$ cat src/rtl/addsub_pipe_param.sv
// addsub_pipe_param: NUM_STG-stage segmented add/subtract pipeline with stall, carry/borrow and signed overflow.
module addsub_pipe_param #(
    parameter int DATA_WIDTH = 64,
    parameter int NUM_STG    = 4
) (
    input  logic                  clk,
    input  logic                  rst,
    input  logic                  i_en,
    input  logic                  i_sub,
    input  logic [DATA_WIDTH-1:0] adda,
    input  logic [DATA_WIDTH-1:0] addb,
    input  logic                  i_stall,
    output logic [DATA_WIDTH:0]   result,
    output logic                  o_ovf,
    output logic                  o_en
);
    localparam int SEG_WIDTH = DATA_WIDTH / NUM_STG;

    if (NUM_STG < 1 || NUM_STG > DATA_WIDTH || DATA_WIDTH % NUM_STG != 0) begin : g_bad_cfg
        $error("addsub_pipe_param: DATA_WIDTH must be a multiple of NUM_STG, 1 <= NUM_STG <= DATA_WIDTH");
    end

    // Each stage consumes the low segment of its operand words and rotates its
    // sum segment in at the top, so after NUM_STG stages the A word is the
    // de-skewed sum and the unconsumed operand segments form the skew delay.
    logic [DATA_WIDTH-1:0] a_d [NUM_STG];
    logic [DATA_WIDTH-1:0] a_q [NUM_STG];
    logic [DATA_WIDTH-1:0] b_d [NUM_STG];
    logic [DATA_WIDTH-1:0] b_q [NUM_STG];
    logic [NUM_STG-1:0]    vld_d, vld_q, sub_d, sub_q, cy_d, cy_q;
    logic                  ovf_d, ovf_q;
    logic [DATA_WIDTH-1:0] pa, pb;
    logic [SEG_WIDTH-1:0]  bx, seg;
    logic                  pv, ps, pc, c;
    int                    p;

    always_comb begin
        vld_d = vld_q;
        sub_d = sub_q;
        cy_d  = cy_q;
        a_d   = a_q;
        b_d   = b_q;
        ovf_d = ovf_q;
        {pa, pb, bx, seg, pv, ps, pc, c, p} = '0;
        for (int k = 0; k < NUM_STG; k++) begin
            p  = (k + NUM_STG - 1) % NUM_STG;
            pv = k == 0 ? i_en  : vld_q[p];
            ps = k == 0 ? i_sub : sub_q[p];
            pc = k == 0 ? i_sub : cy_q[p];
            pa = k == 0 ? adda  : a_q[p];
            pb = k == 0 ? addb  : b_q[p];
            bx = pb[SEG_WIDTH-1:0] ^ {SEG_WIDTH{ps}};
            {c, seg} = {1'b0, pa[SEG_WIDTH-1:0]} + {1'b0, bx} + {{SEG_WIDTH{1'b0}}, pc};
            // The output valid is dropped on a stalled edge so a pulse is never repeated.
            vld_d[k] = i_stall ? (k != NUM_STG - 1) && vld_q[k] : pv;
            if (pv && !i_stall) begin
                sub_d[k] = ps;
                cy_d[k]  = c;
                a_d[k]   = DATA_WIDTH'({seg, pa} >> SEG_WIDTH);
                b_d[k]   = pb >> SEG_WIDTH;
                if (k == NUM_STG - 1) ovf_d = c ^ pa[SEG_WIDTH-1] ^ bx[SEG_WIDTH-1] ^ seg[SEG_WIDTH-1];
            end
        end
    end

    always_ff @(posedge clk or posedge rst) begin
        if (rst) begin
            vld_q <= '0;
            sub_q <= '0;
            cy_q  <= '0;
            a_q   <= '{default: '0};
            b_q   <= '{default: '0};
            ovf_q <= 1'b0;
        end else begin
            vld_q <= vld_d;
            sub_q <= sub_d;
            cy_q  <= cy_d;
            a_q   <= a_d;
            b_q   <= b_d;
            ovf_q <= ovf_d;
        end
    end

    assign result = {cy_q[NUM_STG-1] ^ sub_q[NUM_STG-1], a_q[NUM_STG-1]};
    assign o_ovf  = ovf_q;
    assign o_en   = vld_q[NUM_STG-1] && !i_stall;
endmodule

$ cat config.mk
export PLATFORM = sky130hd
export DESIGN_NAME = addsub_pipe_param
export DESIGN_NICKNAME = d
export VERILOG_FILES = /design/src/rtl/addsub_pipe_param.sv
export SDC_FILE = /design/constraint.sdc
export NUM_CORES = 1
export LEC_CHECK = 0
export BUFFER_PORTS_ARGS = -buffer_cell sky130_fd_sc_hd__buf_4
export CORE_MARGIN = 2
export CORE_UTILIZATION = 31
export DETAILED_ROUTE_END_ITERATION = 6
export GPL_TIMING_DRIVEN = 0
export SLEW_MARGIN = 40
export SYNTH_ARGS = -nofsm -noshare
export SYNTH_HDL_FRONTEND = slang
export SYNTH_SLANG_ARGS = --single-unit
$ cat constraint.sdc
create_clock -name clk -period 27.9 [get_ports clk]
set_input_delay 1.395 -clock clk [delete_from_list [all_inputs] [get_ports clk]]
set_output_delay 1.395 -clock clk [all_outputs]
set_load 0.1 [all_outputs]
==> results of run 1 <==
layer usage:
layer  share of wire  GRT usage  vias to the layer above  wire, um
li1                -          -                     6766         -
met1            0.46      0.213                     6308     21000
met2            0.48      0.273                      203     21700
met3           0.032     0.0220                       53      1430
met4           0.022     0.0459                        0       991
met5               0          0                        -         0
cell usage after synthesis (2+ instances only):
library cell / count
nand2_1: 977
dfrtp_1: 365
clkbuf_1: 76
xor2_1: 75
buf_4: 64
ha_1: 60
o21ai_1: 57
a21oi_1: 45
xnor2_1: 41
o21ai_0: 34
nor2_1: 29
inv_1: 25
a21o_1: 19
buf_1: 12
o21a_1: 11
a211oi_1: 10
nand2b_1: 10
o21bai_1: 9
nor2b_1: 8
fa_1: 7
nand3_1: 6
o31ai_1: 6
nand4_1: 4
o22ai_1: 4
buf_2: 3
nor3_1: 3
nor3b_1: 3
a21oi_2: 2
a221o_1: 2
a31oi_1: 2
and3_1: 2
mux2i_1: 2
nand3b_1: 2
nand4b_1: 2
o211ai_1: 2
or3_1: 2
placed cells by master (no fill, tap or decap), types with 6 or more instances in the layout:
cell type	Yosys	routed
a211oi_1	10	10
a21o_1	19	19
a21oi_1	45	45
buf_1	12	12
buf_4	64	262
clkbuf_1	76	78
clkbuf_16	0	42
clkbuf_8	0	8
clkinv_2	1	12
dfrtp_1	365	365
fa_1	7	7
ha_1	60	60
inv_1	25	24
nand2_1	977	977
nand2b_1	10	10
nand3_1	6	6
nor2_1	29	29
nor2b_1	8	8
o21a_1	11	11
o21ai_0	34	34
o21ai_1	57	57
o21bai_1	9	9
o31ai_1	6	6
xnor2_1	41	41
xor2_1	75	75
power by group:
group | switching (uW) | internal, uW | leakage [uW]
registers | 87.2 | 677 | 0.00463
clock network | 218 | 326 | 0.000675
logic | 646 | 310 | 0.00598
total | 951 | 1310 | 0.0113
sequential cells by signal (all words and copies together) (netlist names):
register / flops
pa: 64
o_ovf: 1
b_q: 80
result: 64
cy_q: 4
a_q: 128
pb: 16
sub_q: 4
vld_q: 4
worst register-to-register path: stages (launching register included):
cell	delay [ns]
dfrtp_1	0.32
clkbuf_1	0.44
clkbuf_1	0.64
xnor2_1	0.21
fa_1	0.23
inv_1	0.06
fa_1	0.40
a21o_1	0.19
a21oi_2	0.20
o21ai_1	0.08
a221o_1	0.35
nand3_1	0.11
o21ai_1	0.10
or4b_1	0.48
nand3_1	0.10
cell families after synthesis:
| kind of cell | after synthesis |
|---|---|
| adders and majority gates | 67 |
| AOI/OAI and AO/OA | 213 |
| DFF | 365 |
| buffers and inverters | 182 |
| muxes | 2 |
| and+or+nand+nor | 1052 |
| xor gates and xnor gates | 116 |
how the worst max path moves through the flow:
stage / startpoint / to / slack [ns] / cells past startpoint
after global placement: rst / a_q[212]$_DFFE_PP0P_ / 12.57 / 2
after global routing: sub_q[1]$_DFFE_PP0P_ / pa[60]$_DFFE_PP0P_ / 23.63 / 14
after CTS: sub_q[1]$_DFFE_PP0P_ / pa[62]$_DFFE_PP0P_ / 23.85 / 14
after floorplan: rst / a_q[128]$_DFFE_PP0P_ / 16.37 / 1
after detailed placement: i_sub / a_q[255]$_DFFE_PP0P_ / 23.41 / 13
final: sub_q[1]$_DFFE_PP0P_ / pa[62]$_DFFE_PP0P_ / 23.91 / 14
per-stage QoR:
stage	power (uW)	std cells	util	area (um2)	hold slack (ns)
floorplan	1510	1997	-	17300	0.439
global placement	1710	2943	0.358	19800	0.447
detailed placement	1740	2947	0.360	19900	0.450
CTS	2290	3022	0.385	21300	0.461
global route	2410	3022	0.385	21300	0.483
finish	2260	3022	0.385	21300	0.456
layout make-up:
cell class / count / area share
multi-input combinational: 1450 / 0.343
clock buffer: 56 / 0.0557
clock inverter: 19 / 0.00900
inverter: 27 / 0.00518
tap: 748 / 0.0440
timing repair buffer: 202 / 0.0751
buffer: 155 / 0.0391
sequential: 365 / 0.429
==> impl_results.md, run 1 <==
* DRT iter0 DRCs at 671
* Critical Path Fanout Max at 10
* Hold Vio Cnt, Final at 0
* Post-layout min period at 3.99 ns
* Fin. max-slew vios at 0
* Max Cap Viol at 0
* Starting Density at 0.314
* Crit path max-delay family: buffers and inverters
* Buffer and inverter count on the worst path at 3
* Distinct cells, synth at 52
* Hold_sp: b_q[236]$_DFFE_PP0P_
* # resized after CTS at 0
* PwrDens at 106 nW/um2
* Global-route wire length before repair at 72800 um
* Seq/Total Area, Yosys at 0.527
* Slew headroom at 0.474
* Slowest CP cell: clkbuf_1
* Reg-to-Reg End: pa[62]$_DFFE_PP0P_
* Die Y at 241 um
* Post-route clock skew at 0.0228 ns
* DP Worst Slack at 23.41 ns
* Synth warn at 0
* Clock root buffer: clkbuf_16
* Finish-stage setup viols at 0
* Cell area after synthesis at 17300 um2
* CP Cell Sequence: clkbuf_1 -> clkbuf_1 -> xnor2_1 -> fa_1 -> inv_1 -> fa_1 -> a21o_1 -> a21oi_2 -> o21ai_1 -> a221o_1 -> nand3_1 -> o21ai_1 -> or4b_1 -> nand3_1
* DP HPWL at 34500 um
* Via count at 13300
* Synth Area in XOR/XNOR at 0.0586
* Synth Net Count at 2197
* RSZ-0062 raised after global routing: no
* Synth top area share at 0.527
* Hold Path Stages at 2
* Sequential cell area at 9130 um2
* Area leader, netlist: dfrtp_1
* Core ar. at 55200 um2
* Final ANT Viol Nets at 0
* Vias per cell at 4.41
* Fillers at 5646
* VDD IR-drop max at 67.8 uV
* Vias in the first global route at 13700
* Die area at 57900 um2
* Worst-margin pin slew at 0.789 ns
* Fraction of registers with async set or reset after synthesis at 1.00
* Main synth FF type: dfrtp_1
* Synthesized instance count at 1997
* Multi-input logic area at 7280 um2
* Initial antenna violation count at 0
* Row Count at 86
* Run status: completed
* Die X at 241 um
* # DRC at 0
* Kind of critical path: register to register
* Worst EP required at 28.39 ns
* Ports at 200
* Multiplexer area fraction after synthesis at 0.00115
* Longest Clk Path Bufs at 3
* Post-Synth Adder-Cell Area at 0.0514
* Hold buffer count at CTS at 0
* Endpoint type of the worst setup path: register
* # nets final at 2442
* Number of synthesized flops with an enable pin at 0
* Syn_area_per_cell at 8.69 um2
* FF-to-FF setup slack at 23.91 ns
* Drt wl/cell at 14.9 um
* Initial DRT Pass Iterations at 7
* PortBufs at 198
* Reg clk slew, reported paths at 0.06 ns
* FF-to-FF path depth at 14
* Tcrit/Tclk final at 0.143
* Fmax at 0.251 GHz
* Min-Delay Path Class: register to register
* Max H-tree Level at 2
* Post-Synth Simple-Gate Area at 0.235
* CTS Buf Count at 41
* Final Wtd Congestion at 0.866
* RR Startpoint: sub_q[1]$_DFFE_PP0P_
* Worst skew pair latency at 0.56 ns
* Setup TNS at 0 ns
* Min-Delay Endpoint: b_q[156]$_DFFE_PP0P_
* Largest net degree at the start of global routing at 81
* Synth top area cells: dfrtp_1, nand2_1, ha_1
* Diode count at 0
* Gr ovfl total at 0
* Crit path largest cell delay at 0.64 ns
* Startpoint types: register
* CTS Sinks at 365
* Leak at 0.0113 uW
* Synth Area in Compound Gates at 0.0742
* PnR worst setup slack at 23.91 ns
* Crit path DAT at 4.47 ns
* CTS tree: built
* All-Layer GR Usage at 0.160
* WL final at 45100 um
* Area growth, synth to finish at 22.6%
* Layout cells sized above 1 at 0.153
* Setup Buffers After CTS at 0
* Main combinational cell family by area after synthesis: simple AND/OR/NAND/NOR gates
* Yosys reg bits at 365
Note: power is estimated with default switching activity, not from simulation.
==> run 2, diff against run 1 <==
==> constraint.sdc (replaced) <==
create_clock -name clk -period 3.9 [get_ports clk]
set_input_delay 0.195 -clock clk [delete_from_list [all_inputs] [get_ports clk]]
set_output_delay 0.195 -clock clk [all_outputs]
set_load 0.1 [all_outputs]
==> impl_results.md, run 2 (synthesis results as in run 1) <==
* Fmax at 0.281 GHz
* Worst skew pair latency at 0.56 ns
* # nets final at 2550
* DRT iter0 DRCs at 651
* Fin. max-slew vios at 0
* Initial DRT Pass Iterations at 5
* Critical Path Fanout Max at 10
* Most common cell after layout, fill and taps aside: nand2_1
* PnR worst setup slack at 0.344 ns
* Post-route clock skew at 0.0215 ns
* Longest Clk Path Bufs at 3
* Gr ovfl total at 0
* DP Worst Slack at -0.105 ns
* Setup Buffers After CTS at 0
* DP HPWL at 35100 um
* Crit path max-delay family: compound AO/OA/AOI/OAI gates
* Slew headroom at 0.488
* Worst-margin pin slew at 0.768 ns
* Worst EP required at 4.32 ns
* Kind of critical path: register to register
* Largest registers: a_q x128, b_q x80
* Util after Layout at 0.409
* Fillers at 5459
* Via count at 13800
* Max H-tree Level at 2
* Finished Layout Cells at 3130
* Post-layout min period at 3.56 ns
* Die Y at 241 um
* Final Wtd Congestion at 0.867
* WL final at 46400 um
* Crit path DAT at 3.98 ns
* Startpoint types: register
* Crit path largest cell delay at 0.60 ns
* Die area at 57900 um2
* # DRC at 0
* CTS Buf Count at 41
* Die X at 241 um
* Starting Density at 0.314
* Hold Vio Cnt, Final at 0
* Max Cap Viol at 0
* CTS Sinks at 365
* Row Count at 86
* Largest reg by FF count: a_q
* Commonest non-fill, non-tap cells in the layout: nand2_1, dfrtp_1, buf_4
* Leak at 0.0118 uW
* Layout cells sized above 1 at 0.150
* VDD IR-drop max at 498 uV
* Tot Pwr at 16500 uW
* Run status: completed
* Finish-stage setup viols at 0
* Tcrit/Tclk final at 0.912
* Reg clk slew, reported paths at 0.06 ns
* Endpoint type of the worst setup path: register
* Slowest CP cell: dfrtp_1
* CTS tree: built
* PortBufs at 198
* Final ANT Viol Nets at 0
* RSZ-0062 raised after global routing: no
* Initial antenna violation count at 1
* Area growth, synth to finish at 30.0%
* Vias per cell at 4.42
* Largest net degree at the start of global routing at 28
* Number of flip-flops in the largest register at 128
* All-Layer GR Usage at 0.164
* Vias in the first global route at 14100
* CP Cell Sequence: clkbuf_2 -> xnor2_1 -> fa_1 -> inv_1 -> fa_1 -> a21o_1 -> a21oi_2 -> o21ai_1 -> a221o_1 -> a31o_1 -> a21oi_2 -> xor2_1 -> o21ai_1
* Global-route wire length before repair at 74700 um
* PwrDens at 733 nW/um2
* Clock root buffer: clkbuf_16
* Placed Instances at 2959
* Ports at 200
* Core ar. at 55200 um2
* Drt wl/cell at 14.8 um
* Buffer and inverter count on the worst path at 2
* Min-Delay Path Class: input port to register
-- run 2: power by group --
group          total, uW  switching [uW]  internal, uW
registers           5490             646          4850
logic               6940            4630          2310
clock network       4100            1560          2550
-- run 2: area by class of cell --
class / count / area (um2) / area share
repair buffers: 313 / 2840 / 0.126
clock buffers: 62 / 1220 / 0.0539
clock inverters: 12 / 224 / 0.00993
diodes: 1 / 2.50 / 0.000111
flip-flops and latches: 365 / 9130 / 0.405
inverters: 27 / 106 / 0.00471
multi-input cells: 1450 / 7280 / 0.323
well taps: 748 / 936 / 0.0415
plain buffers: 152 / 821 / 0.0364
-- run 2: stage by stage --
stage	hold slack, ns	setup TNS, ns	instance area [um2]
2_1_floorplan	0.300	-434.79	17400
3_3_place_gp	0.387	-1138.98	19800
3_5_place_dp	0.163	-0.318	20100
4_1_cts	0.0739	0	22600
5_1_grt	0.108	0	22600
6_report	0.0802	0	22600
-- run 2: timing repair --
action,CTS,global route
resized for setup,2,0
endpoints found under the setup margin,4,6
hold buffers,99,0
hold endpoints to repair,130,0
-- run 2: path summary, 6_finish.rpt --
kind / start / end / slack [ns] / cells past startpoint
worst max-delay path: sub_q[1]$_DFFE_PP0P_ / pa[60]$_DFFE_PP0P_ / 0.34 / 13
worst min-delay path: adda[15] / cy_q[0]$_DFFE_PP0P_ / 0.08 / 4
worst max register to register: sub_q[1]$_DFFE_PP0P_ / pa[60]$_DFFE_PP0P_ / 0.34 / 13
worst min register to register: a_q[254]$_DFFE_PP0P_ / a_q[174]$_DFFE_PP0P_ / 0.45 / 2
max in group asynchronous: rst / b_q[210]$_DFFE_PP0P_ / 2.12 / 10
min in group asynchronous: rst / result[8]$_DFFE_PP0P_ / 0.17 / 3
-- run 2: worst register-to-register path: stages, from the launching register on --
cell	delay, ns
dfrtp_1	0.60
clkbuf_2	0.42
xnor2_1	0.19
fa_1	0.23
inv_1	0.06
fa_1	0.40
a21o_1	0.19
a21oi_2	0.20
o21ai_1	0.08
a221o_1	0.35
a31o_1	0.25
a21oi_2	0.19
xor2_1	0.19
o21ai_1	0.07
-- run 2: layer usage --
layer | track usage | part of all wire | up-vias
li1 | - | - | 6980
met1 | 0.216 | 0.45 | 6528
met3 | 0.0210 | 0.035 | 70
met4 | 0.0606 | 0.032 | 0
met5 | 0 | 0 | -
met2 | 0.277 | 0.48 | 248
